[src/rtl/regarb_pkg.sv]
// Shared types and defaults for the register-file write-port arbiter.
package regarb_pkg;

    localparam int REGARB_DATA_W = 32;
    localparam int REGARB_ADDR_W = 5;
    localparam int STARVE_CNT_W  = 4;

    typedef enum logic [0:0] {
        S_NORM  = 1'b0,
        S_FORCE = 1'b1
    } arb_state_t;

    typedef struct packed {
        logic                     valid;
        logic [REGARB_ADDR_W-1:0] rd;
        logic [REGARB_DATA_W-1:0] data;
    } wr_req_t;

    function automatic logic [STARVE_CNT_W-1:0] sat_inc(
        input logic [STARVE_CNT_W-1:0] value,
        input logic [STARVE_CNT_W-1:0] limit
    );
        return (value >= limit) ? limit : value + 1'b1;
    endfunction

endpackage

[src/rtl/regarb_scoreboard.sv]
// Per-register reservation mask: set by a reserve request, cleared by the matching
// port-1 write; a same-cycle set and clear of one register leaves the bit set.
module regarb_scoreboard
    import regarb_pkg::*;
#(
    parameter int ADDR_W = REGARB_ADDR_W
) (
    input  logic              clk,
    input  logic              reset,
    input  logic              set_valid,
    input  logic [ADDR_W-1:0] set_rd,
    input  logic              clr_valid,
    input  logic [ADDR_W-1:0] clr_rd,
    output logic [31:0]       mask
);

    // Register 0 is never reserved, so its bit is a constant.
    assign mask[0] = 1'b0;

    genvar gi;
    generate
        for (gi = 1; gi < 32; gi++) begin : g_bit
            logic set_hit;
            logic clr_hit;
            logic bit_reg;

            assign set_hit = set_valid && (set_rd == ADDR_W'(gi));
            assign clr_hit = clr_valid && (clr_rd == ADDR_W'(gi));

            always_ff @(posedge clk or negedge reset) begin
                if (!reset) begin
                    bit_reg <= 1'b0;
                end else begin
                    bit_reg <= set_hit | (bit_reg & ~clr_hit);
                end
            end

            assign mask[gi] = bit_reg;
        end
    endgenerate

endmodule

[src/rtl/regfile_write_arbiter.sv]
// Two-port arbiter for the register-file write port: port 0 has priority, a starve
// counter forces port 1 through. Define REGARB_SCOREBOARD_EN to build the busy_mask scoreboard.
module regfile_write_arbiter
    import regarb_pkg::*;
#(
    parameter int DATA_W       = REGARB_DATA_W,
    parameter int ADDR_W       = REGARB_ADDR_W,
    parameter int STARVE_LIMIT = 4
) (
    input  logic              clk,
    input  logic              reset,
    input  logic              p0_valid,
    input  logic [ADDR_W-1:0] p0_rd,
    input  logic [DATA_W-1:0] p0_data,
    output logic              p0_ready,
    input  logic              p1_valid,
    input  logic [ADDR_W-1:0] p1_rd,
    input  logic [DATA_W-1:0] p1_data,
    output logic              p1_ready,
    input  logic              rsv_valid,
    input  logic [ADDR_W-1:0] rsv_rd,
    output logic              RegWrite,
    output logic [ADDR_W-1:0] Rd,
    output logic [DATA_W-1:0] Write_Data,
    output logic [31:0]       busy_mask,
    output logic              forced
);

    typedef struct packed {
        logic              valid;
        logic [ADDR_W-1:0] rd;
        logic [DATA_W-1:0] data;
    } req_t;

    localparam logic [STARVE_CNT_W-1:0] LIMIT = STARVE_CNT_W'(STARVE_LIMIT);

    arb_state_t              state_reg;
    arb_state_t              state_next;
    logic [STARVE_CNT_W-1:0] cnt_reg;
    logic [STARVE_CNT_W-1:0] cnt_next;
    logic                    p0_fire;
    logic                    p1_fire;
    req_t                    grant;

    always_ff @(posedge clk or negedge reset) begin
        if (!reset) begin
            state_reg <= S_NORM;
            cnt_reg   <= '0;
        end else begin
            state_reg <= state_next;
            cnt_reg   <= cnt_next;
        end
    end

    // Entering S_FORCE on the edge where the counter reaches the limit gives
    // port 1 the (limit+1)-th contended cycle.
    always_comb begin
        cnt_next = '0;
        if (p1_valid && !p1_ready) begin
            cnt_next = sat_inc(cnt_reg, LIMIT);
        end
        state_next = state_reg;
        case (state_reg)
            S_NORM:  if (cnt_next >= LIMIT) state_next = S_FORCE;
            S_FORCE: if (p1_fire || !p1_valid) state_next = S_NORM;
            default: state_next = S_NORM;
        endcase
    end

    always_comb begin
        p0_ready = 1'b1;
        p1_ready = !p0_valid;
        forced   = 1'b0;
        if (state_reg == S_FORCE) begin
            p1_ready = 1'b1;
            p0_ready = !p1_valid;
            forced   = 1'b1;
        end
    end

    assign p0_fire = p0_valid && p0_ready;
    assign p1_fire = p1_valid && p1_ready;

    always_comb begin
        grant = '0;
        if (p1_fire) begin
            grant.valid = 1'b1;
            grant.rd    = p1_rd;
            grant.data  = p1_data;
        end else if (p0_fire) begin
            grant.valid = 1'b1;
            grant.rd    = p0_rd;
            grant.data  = p0_data;
        end
    end

    // Writes to register 0 still complete the handshake but never enable the write.
    always_ff @(posedge clk or negedge reset) begin
        if (!reset) begin
            RegWrite   <= 1'b0;
            Rd         <= '0;
            Write_Data <= '0;
        end else begin
            RegWrite <= grant.valid && (grant.rd != '0);
            if (grant.valid) begin
                Rd         <= grant.rd;
                Write_Data <= grant.data;
            end
        end
    end

`ifdef REGARB_SCOREBOARD_EN
    regarb_scoreboard #(
        .ADDR_W(ADDR_W)
    ) u_scoreboard (
        .clk       (clk),
        .reset     (reset),
        .set_valid (rsv_valid),
        .set_rd    (rsv_rd),
        .clr_valid (p1_fire),
        .clr_rd    (p1_rd),
        .mask      (busy_mask)
    );
`else
    logic unused_rsv;
    assign unused_rsv = ^{rsv_valid, rsv_rd};
    assign busy_mask  = '0;
`endif

endmodule

[config.mk]
export PLATFORM = sky130hd
export DESIGN_NAME = regfile_write_arbiter
export DESIGN_NICKNAME = d
export VERILOG_FILES = /design/src/rtl/regarb_pkg.sv /design/src/rtl/regarb_scoreboard.sv /design/src/rtl/regfile_write_arbiter.sv
export SDC_FILE = /design/constraint.sdc
export NUM_CORES = 1
export LEC_CHECK = 0
export CAP_MARGIN = 30
export CORE_MARGIN = 2
export CORE_UTILIZATION = 41
export CTS_BUF_LIST = sky130_fd_sc_hd__clkbuf_8
export CTS_CLUSTER_SIZE = 25
export DETAILED_ROUTE_END_ITERATION = 6
export PLACE_DENSITY_LB_ADDON = 0.12
export RECOVER_POWER = 50
export SLEW_MARGIN = 20
export SYNTH_ARGS = -nofsm -noshare
export SYNTH_HDL_FRONTEND = slang
export SYNTH_SLANG_ARGS = --single-unit
[constraint.sdc]
create_clock -name clk -period 2.95 [get_ports clk]
set_clock_uncertainty 0.1 [all_clocks]
set_input_delay 0.295 -clock clk [delete_from_list [all_inputs] [get_ports clk]]
set_output_delay 0.295 -clock clk [all_outputs]
set_load 0.02 [all_outputs]
==> impl_metrics.csv <==
group,metric,value,unit
run_status,status,"finished, final reports clean",
global_routing,grt_max_degree,41,
cts,clock_path_buffers,2,
hold_path,hp-start,"cnt_reg[0]",
placement,io_buffers,118,
timing,tightest_slew,1.298,ns
drt,drcViolationCount,0,
power_and_ir_drop,vdd_drop_max,0.2473,mV
cts,cts_setup_buffers,0,
cts,clock-sinks,43,
setup_path,crit_arrival,2.41,ns
setup_path,cp-startpoint,"p0_valid",
synthesis,syn_inst,259,
setup_path,cp.required,3.08,ns
synthesis,synth_top_area_share,0.4209,
power_and_ir_drop,p_sw_frac,0.2964,
setup_path,crit_type,"in2reg",
flow_run,maxCapViolCount,0,
synthesis,syn_avg_cell_area,9.870,um^2
power_and_ir_drop,p_switching,0.0004914,W
synthesis,synth_seq_cells,43,
global_routing,grt_pass1_wl,10830,um
synthesis,synth_top_cell_by_area,"dfrtp_1",
synthesis,synthDistinctLibCells,26,
cts,clock_latency,0.29,ns
cts,cts_tree,"yes",
synthesis,synth_area,2556,um^2
cts,postCtsHoldBufs,1,
placement,place_congestion,0.7404,
final_layout,largest_register_ffs,32,
global_routing,met2_usage,0.3262,
global_routing,busiest_layer,"met2",
placement,hpwlAfterDp,4650,um
global_routing,grtUsageTotal,0.1899,
timing,rsz0062_at_grt,"false",
global_routing,gr-usage-met1,0.2331,
final_layout,diodes,0,
final_layout,mostFrequentLayoutCell,"clkdlybuf4s50_1",
synthesis,synth_area_leaders,"dfrtp_1 (42%), mux2i_1 (13%), a2bb2oi_1 (11%), buf_4 (10%), nand3_1 (6.3%)",
setup_path,crit_path_cell_trace,"dlygate4sd3_1 -> clkbuf_1 -> a21bo_2 -> o32a_1 -> nand4_1",
drt,routed_via_density,4.969,
global_routing,grt_pass1_vias,2260,
placement,placed_area,3654,um^2
die,die_h,82.96,um
synthesis,ys_warn_count,0,
drt,vias,2221,
power_and_ir_drop,power.density,442.6,nW/um^2
cts,cts_buffers,5,
final_layout,area_growth_syn_to_layout,46.50,%
final_layout,post-route-cell-area,3745,um^2
power_and_ir_drop,pwr-share-clk,0.267,
setup_path,worst_path_largest_cell_delay,0.93,ns
power_and_ir_drop,p_comb_frac,0.325,
cts,cts.repair.resized,0,
drt,drt_wl_total,6570,um
setup_path,cp_top_family,"buffers and inverters",
timing,post-route-period-util,0.7739,
drt,drtIter0Drc,98,
setup_path,crit_path_max_fanout,26,
final_layout,drive_above_1_share,0.04839,
power_and_ir_drop,seqPwrFrac,0.408,
timing,holdWs,0.3521,ns
power_and_ir_drop,power,0.001658,W
hold_path,hold_path.class,"reg2reg",
timing,maxSlewViolCount,0,
final_layout,final_cell_mix,"clkdlybuf4s50_1 (102), dfrtp_1 (43), nand2_1 (40)",
synthesis,ys_seq_area_frac,0.4209,
global_routing,antenna_found_initial,0,
timing,slew_headroom,0.1345,
setup_path,end_kind,"flop",
timing,setup-tns-final,0,ns
die,die_area,6882,um^2
timing,finalSetupViolations,0,
power_and_ir_drop,leakagePower,1.736,nW
timing,max_freq,438.0,MHz
die,io_pins,157,
die,die_w,82.96,um
die,coreArea,5991,um^2
setup_path,rr_startpoint,"state_reg",
die,row_count,28,
drt,drtPass1Iterations,4,
die,initial_utilization,0.4267,
setup_path,worst_path_max_delay_cell,"clkbuf_1",
cts,path_clk_slew,0.08,ns
cts,htreeDepth,2,
setup_path,cp-start-kind,"primary input",
cts,clockRootBuffer,"clkbuf_8",
global_routing,overflow,0,
global_routing,use_met3,0.05268,
power_and_ir_drop,p_int,0.001166,W
timing,period_minus_slack,2.283,ns
timing,finalHoldViolations,0,
final_layout,nNetsFinal,457,
setup_path,crit_buf_inv,2,
drt,ant_nets,0,
drt,wl_per_cell,14.70,um
## Yosys cell counts
cell and count:
a21bo_2 1, a21boi_4 1, a2bb2oi_1 32, a32oi_1 3
buf_2 8, buf_4 34, buf_6 4, clkbuf_1 6
conb_1 1, dfrtp_1 43, ha_1 1, inv_1 1
inv_2 1, mux2_2 2, mux2i_1 32, nand2_1 39
nand2_2 1, nand3_1 32, nand4_1 1, nor2_1 9
nor2b_4 1, nor3_1 1, nor4_1 1, nor4b_2 1
o22ai_1 2, o32a_1 1
## cell families (layout without fill, tap and decap cells)
logic type      after synthesis  count (layout)  synth area share
compound gates               40              40            0.1400
mux                          34              34            0.1341
other cells                   1              33          0.001467
flops                        43              43            0.4209
buf+inv                      54             135            0.1449
fa+ha+maj                     1               1          0.004894
simple gates                 86              86            0.1537
## path summary, 6_finish.rpt
check	cells past startpoint	to	slack, ns
min	1	cnt_reg[0]	0.35
max	5	RegWrite	0.67
min in group asynchronous	2	Rd[2]	0.71
max reg2reg	5	Write_Data[15]	1.11
min reg2reg	1	cnt_reg[0]	0.35
max in group asynchronous	2	Write_Data[29]	1.28
## power by group through the flow
stage               Combinational (W)  Clock [W]  Sequential (W)
floorplan                    0.000242          0        0.000757
global placement             0.000538          0        0.000688
detailed placement           0.000549          0        0.000688
CTS                          0.000552   0.000457        0.000678
global route                 0.000577   0.000487        0.000683
finish                       0.000538   0.000443        0.000676
## per-layer routing
metal / routed length [um] / vias to the layer above
met4: 72 / 0
met5: 0 / -
met3: 438 / 7
met2: 3178 / 89
met1: 2881 / 1047
li1: - / 1078
## per-stage QoR
stage	setup slack [ns]	cells	utilization
2_1_floorplan	1.520	291	-
5_1_grt	0.5018	447	0.6251
4_1_cts	0.8506	447	0.6287
3_5_place_dp	0.8445	439	0.6099
6_report	0.6670	447	0.6251
3_3_place_gp	0.8783	438	0.6053
## final cells by class
type | instances | area (um^2)
Fill cell | 523 | 2246
Sequential cell | 43 | 1076
Tap cell | 75 | 93.84
Clock inverter | 2 | 33.78
Clock buffer | 5 | 68.82
Inverter | 2 | 7.507
Timing Repair Buffer | 126 | 1251
Multi-Input combinational cell | 194 | 1214
(Power assumes the default switching activity.)
